File: src/rtl/slot_spin_ctrl.sv
// Three-reel slot machine spin controller: accepts a paid spin, stops the
// reels one after another every STOP_DELAY cycles, then scores the outcome and pays out.
module slot_spin_ctrl #(
    parameter int unsigned STOP_DELAY = 8
) (
    input  logic       clk,
    input  logic       rst,
    input  logic       spin_btn,
    input  logic [3:0] rand_digit,
    output logic [3:0] reel0,
    output logic [3:0] reel1,
    output logic [3:0] reel2,
    output logic       busy,
    output logic       result_valid,
    output logic [1:0] win,
    output logic [7:0] credits
);

    typedef enum logic [2:0] {
        IDLE  = 3'd0,
        REEL0 = 3'd1,
        REEL1 = 3'd2,
        REEL2 = 3'd3,
        EVAL  = 3'd4
    } state_t;

    localparam logic [7:0] LAST_CNT     = 8'(STOP_DELAY - 1);
    localparam logic [7:0] RESET_CREDIT = 8'd10;

    state_t     state;
    state_t     state_next;
    logic [7:0] cnt;
    logic       accept;
    logic       stop;
    logic       triple;
    logic       pair;
    logic [1:0] win_eval;
    logic [8:0] payout_sum;
    logic [7:0] credits_eval;

    assign accept = (state == IDLE) && spin_btn && (credits != 8'd0);
    assign stop   = (cnt == LAST_CNT);

    // State register
    // NOTE: sequential state uses non-blocking assignments so every register
    // samples pre-edge values regardless of statement order.
    always_ff @(posedge clk or posedge rst) begin
        if (rst) state <= IDLE;
        else     state <= state_next;
    end

    // Next-state logic
    // NOTE: the default at the top of each always_comb keeps every path
    // assigned, so no latch is inferred.
    always_comb begin
        state_next = state;
        unique case (state)
            IDLE:    if (accept) state_next = REEL0;
            REEL0:   if (stop)   state_next = REEL1;
            REEL1:   if (stop)   state_next = REEL2;
            REEL2:   if (stop)   state_next = EVAL;
            EVAL:    state_next = IDLE;
            default: state_next = IDLE;
        endcase
    end

    // Outputs decoded from state, and the outcome scoring used in EVAL
    always_comb begin
        busy     = (state != IDLE);
        triple   = (reel0 == reel1) && (reel1 == reel2);
        pair     = (reel0 == reel1) || (reel1 == reel2) || (reel0 == reel2);
        win_eval = 2'd0;
        if (triple)    win_eval = 2'd2;
        else if (pair) win_eval = 2'd1;
        payout_sum = {1'b0, credits};
        if (triple)    payout_sum = {1'b0, credits} + 9'd10;
        else if (pair) payout_sum = {1'b0, credits} + 9'd2;
        credits_eval = payout_sum[8] ? 8'hFF : payout_sum[7:0];
    end

    // Datapath: stop counter, reels, outcome and credit balance
    always_ff @(posedge clk or posedge rst) begin
        if (rst) begin
            cnt          <= 8'd0;
            reel0        <= 4'd0;
            reel1        <= 4'd0;
            reel2        <= 4'd0;
            result_valid <= 1'b0;
            win          <= 2'd0;
            credits      <= RESET_CREDIT;
        end else begin
            result_valid <= 1'b0;
            unique case (state)
                IDLE: begin
                    if (accept) begin
                        cnt     <= 8'd0;
                        credits <= credits - 8'd1;
                        win     <= 2'd0;
                    end
                end
                REEL0: begin
                    cnt   <= stop ? 8'd0 : cnt + 8'd1;
                    reel0 <= rand_digit;
                    reel1 <= rand_digit;
                    reel2 <= rand_digit;
                end
                REEL1: begin
                    cnt   <= stop ? 8'd0 : cnt + 8'd1;
                    reel1 <= rand_digit;
                    reel2 <= rand_digit;
                end
                REEL2: begin
                    cnt   <= stop ? 8'd0 : cnt + 8'd1;
                    reel2 <= rand_digit;
                end
                EVAL: begin
                    win          <= win_eval;
                    credits      <= credits_eval;
                    result_valid <= 1'b1;
                end
                default: ;
            endcase
        end
    end

endmodule

File: config.mk
export PLATFORM = sky130hd
export DESIGN_NAME = slot_spin_ctrl
export DESIGN_NICKNAME = d
export VERILOG_FILES = /design/src/rtl/slot_spin_ctrl.sv
export SDC_FILE = /design/constraint.sdc
export NUM_CORES = 1
export LEC_CHECK = 0
export BUFFER_PORTS_ARGS = -buffer_cell sky130_fd_sc_hd__buf_2
export CAP_MARGIN = 20
export CORE_ASPECT_RATIO = 0.8
export CORE_MARGIN = 10
export CORE_UTILIZATION = 61
export CTS_CLUSTER_DIAMETER = 120
export DETAILED_ROUTE_END_ITERATION = 7
export GPL_TIMING_DRIVEN = 0
export PLACE_DENSITY = 0.95
export REMOVE_ABC_BUFFERS = 1
export SYNTH_ARGS = -nofsm -noshare
export SYNTH_HDL_FRONTEND = slang
export SYNTH_SLANG_ARGS = --single-unit
File: constraint.sdc
create_clock -name clk -period 4.4 [get_ports clk]
set_clock_uncertainty 0.15 [all_clocks]
set_input_delay 0.88 -clock clk [delete_from_list [all_inputs] [get_ports clk]]
set_output_delay 0.88 -clock clk [all_outputs]
set_load 0.03 [all_outputs]
# == Word level (Yosys, flattened, before mapping) ==
# Index checks and enable logic that the tools add are counted.
# word_totals
mem_bits_ro,0
ram_bits,0
memories,0
word_cells,59
latch_bits,0
out_inout_bits,24
ff_bits,34
in_bits,7
# classes
n_mul,0
reduce_logical,16
magnitude_cmp,0
bitwise_logic,0
shifts,0
mux,18
eq_ne,13
addsub,4
div,0
# ops
cell,n
two-way mux 8 bit,4
one-hot mux 8 bit (2 select lines),2
two-way mux 9 bit,2
equality test 4 bit,3
two-way mux 3 bit,4
one-hot mux 3 bit (4 select lines),1
"adder 8 x 2 -> 9 bit, second input constant",1
"adder 8 x 4 -> 9 bit, second input constant",1
"adder 8 x 1 -> 8 bit, second input constant",1
"equality test 8 x 3 -> 1 bit, second input constant",1
"!= test 2 bit, second input constant",4
nonzero test 8 bit,1
"subtractor 8 x 1 -> 8 bit, second input constant",1
"equality test 3 x 2 -> 1 bit, second input constant",2
two-way mux 2 bit,2
"!= test 4 bit, second input constant",1
one-hot mux 2 bit (2 select lines),1
AND reduction 2 bit,2
AND reduction 4 bit,1
nonzero test 2 bit,2
"equality test 3 x 1 -> 1 bit, second input constant",1
"equality test 3 bit, second input constant",1
logical AND 1 bit,3
logical NOT 3 bit,1
other kinds (6),8

# == Longest topological paths before layout ==
# depth
ltp_word,7
ltp_mapped,9
depth_no_buf,8

# == Worst setup path before layout ==
# No wires, ideal clock.
# synth_path
kind,reg-to-reg
startpoint,register credits[1]
endpoint,register credits[5]
period_less_slack_ps,2525
t_arrival_ps,2249
setup_ps,126
setup_slack_ps,1875
t_required_ps,4124
stages_incl_launch_ff,9
n_path_buf,0
cell_sequence,dfstp_2 > inv_1 > ha_1 > a21bo_1 > or3_4 > nand2b_4 > o211a_1 > o21a_1 > o32a_1
# synth_via
elab_chain_len,5
word_cells_on_any_way,13
classes_between,add/sub: 3; eq/ne: 2; mux: 5; reduce/logical: 3
# synth_rtl
item,line_no,text
from (decl),16,output logic [7:0] credits
from (signal assigned),97,credits <= credits - 8'd1;
from (signal assigned),118,credits <= credits_eval;
adder 8 x 2 -> 9 bit,77,"else if (pair) payout_sum = {1'b0, credits} + 9'd2;"
two-way mux 9 bit,77,
two-way mux 9 bit,76,"if (triple) payout_sum = {1'b0, credits} + 9'd10;"
!= test 4 bit (no source line) or two-way mux 8 bit (tied branches),--,
AND reduction 3 bit (no source line) or one-hot mux 8 bit (2 select lines) (tied branches),--,
# Parallel ways exist; a longest one is shown, timed or not. The select of a mux whose other input is x is not followed.
# A chain may end at the register's enable or synchronous reset.

# == Worst setup path after layout ==
# Ends and elaborated chain as after synthesis.

==> metrics.cfg <==
[job]
cap_violations = 0

[power]
p_leak_nw = 1.04
p_per_area_mw_per_mm2 = 788
vdd_ir_drop_max_uv = 601
design_power_total_mw = 1.92

[setup_path]
reg2reg_slack_ns = 1.83
cp_num_buf_inv = 1
r2r_cells = 8
critical-path-max-stage-delay_ns = 0.61
crit_fanout = 8
path_class = flop to flop
rr_endpoint = credits[5]
crit_end = credits[5]
path_depth = 8
cpLargestDelayFamily = compound AO/OA/AOI/OAI gates
path_cells = inv_1 > ha_1 > a21bo_1 > or3_4 > nand2b_4 > o211a_1 > o21a_1 > o32a_1
required_ns = 4.42
endpoint_kind = flop
crit_arrival_ns = 2.59
crit_slowest_cell = dfstp_2
worst_setup_path_start_kind = flop
timing.rr.start = credits[1]
crit_start = credits[1]

[global_routing]
grt_max_degree = 22
grt_overflow_total = 0
first_global_vias = 1839
grt_util_all_layers = 0.165
grt_pass1_wl_microns = 8580
antenna_found_initial = 0

[sta]
maxSlewViolCount = 0
fmax_ghz = 0.390
rsz0062_at_grt = no
setup_viol = 0
period_share = 0.583
tns_ns = 0
slew_headroom = 0.522
worst_pin_slew_ns = 0.712
hold_viol = 0
period_minus_slack_ns = 2.57

[drt]
drtPass1Iterations = 4
vias_per_cell = 6.30
vias = 1929
drt-wirelength-per-cell_microns = 16.5
drtIter0Drc = 242
ant_nets = 0
routed_wl_microns = 5040
drc_errors = 0

[final_layout]
fin_area_sq_mm = 0.00244
fin_util = 0.713
layout.nets = 276
layout-drive-gt1-share = 0.242
diodes = 0
syn_to_final_growth_pct = 12.1
fin_cells = 306

[place]
dp.final_hpwl_microns = 3780
place_congestion = 0.879
port_buffers = 30
place_inst = 298
postPlaceCellArea_sq_mm = 0.00235

[run_status]
status = finished, final reports clean

[synth]
avgSynthCellArea_sq_um = 9.22
yosys.cell_types.count = 53
netlist_instances = 236
synth.largest_area_cell = dfrtp_1
yosys-top-cells-area = dfrtp_1, mux2_2, xnor2_1
ys_ff_latch = 34
synthTopCellsByCount = dfrtp_1, nand2_1, o21ai_0
syn_area_sq_mm = 0.00218
yosys_warnings = 0
yosysMostFrequentCell = dfrtp_1
async_flop_share = 1.00
ys.flop_type = dfrtp_1
ys_seq_area_frac = 0.392
synth_top_area_share = 0.368
synth_edf_count = 0

[clocking]
post_cts_resize_count = 0
cts_sinks = 34
ctsLongestPathBuffers = 2
hold_buffers = 0
clkTransAtPathRegs_ns = 0.06
cts_tree = done
clk_latency_ns = 0.29
cts_buffers = 5
clockRootBuffer = clkbuf_8
htreeDepth = 2
post_cts_buffers = 0

[die]
die_w_microns = 86.8
dieHeight_microns = 73.4
io_pins = 31
rows = 19
coreArea_sq_mm = 0.00342
initial_core_util = 0.636
die_area_sq_mm = 0.00637

[hold_path]
hold_path.class = flop to flop

-- cell usage in the layout, fill, tap and decap left out, types with 3 or more instances in the layout --
| master | netlist | layout |
|---|---|---|
| dfrtp_1 | 32 | 32 |
| buf_2 | 7 | 30 |
| nand2_1 | 19 | 19 |
| o21ai_0 | 18 | 18 |
| nor2_1 | 16 | 16 |
| xnor2_1 | 13 | 13 |
| nand3_1 | 13 | 13 |
| a21oi_1 | 13 | 13 |
| mux2_2 | 12 | 12 |
| inv_1 | 11 | 11 |
| nor3_1 | 6 | 6 |
| ha_1 | 6 | 6 |
| clkbuf_8 | 0 | 6 |
| o21ai_1 | 4 | 4 |
| a31oi_1 | 4 | 4 |
| nand4_1 | 4 | 4 |
| and4_1 | 3 | 3 |
| a211oi_1 | 3 | 3 |
| o22ai_1 | 3 | 3 |
-- worst min-delay path, delay by kind of cell (launching register included) --
family,cells,cell delay [ns]
AO/OA/AOI/OAI,1,0.07
buffers and inverters,1,0.05
flip-flops,1,0.37
-- report_power, final --
group | internal, mW | total (mW) | switching (mW)
registers | 0.442 | 0.664 | 0.223
logic | 0.406 | 1.02 | 0.614
clock network | 0.126 | 0.237 | 0.111
-- cell families after synthesis --
family / share of synthesized area
flops: 0.392
mux: 0.0713
compound gates: 0.203
simple gates: 0.193
xor+xnor: 0.0604
fa+ha+maj: 0.0345
buf+inv: 0.0454
-- how the worst min path moves through the flow --
stage | startpoint | endpoint | slack (ns) | depth (start not counted)
CTS | win[1] | win[1] | 0.39 | 2
global route | cnt[7] | cnt[7] | 0.42 | 2
floorplan | cnt[7] | cnt[7] | 0.34 | 2
global placement | cnt[7] | cnt[7] | 0.37 | 2
detailed placement | win[0] | win[0] | 0.38 | 2
finish | win[1] | win[1] | 0.39 | 2
-- layout make-up --
class,instances,area [sq um]
Fill cell,267,983
Multi-Input combinational cell,180,1220
Clock inverter,1,5.00
Sequential cell,34,853
Inverter,11,41.3
Clock buffer,7,86.3
Tap cell,42,52.6
Timing Repair Buffer,31,178
-- per-stage QoR --
| step | hold slack [ns] | worst slack [ns] |
|---|---|---|
| 2_1_floorplan | 0.340 | 1.87 |
| 6_report | 0.386 | 1.83 |
| 3_3_place_gp | 0.371 | 1.90 |
| 4_1_cts | 0.391 | 1.86 |
| 3_5_place_dp | 0.380 | 1.87 |
| 5_1_grt | 0.421 | 1.74 |
-- metal layers --
metal,wire (microns),track usage,part of all wire
met1,2200,0.208,0.44
met2,2380,0.265,0.47
met3,373,0.0486,0.074
met4,91,0.0521,0.018
met5,0,0,0
-- state kept, by name, indices dropped and copies added (netlist names) --
| name | count |
|---|---|
| cnt | 8 |
| credits | 8 |
| reel0 | 4 |
| reel1 | 4 |
| reel2 | 4 |
| state | 3 |
| win | 2 |
| result_valid | 1 |
Power figures use the tool's default switching activity.
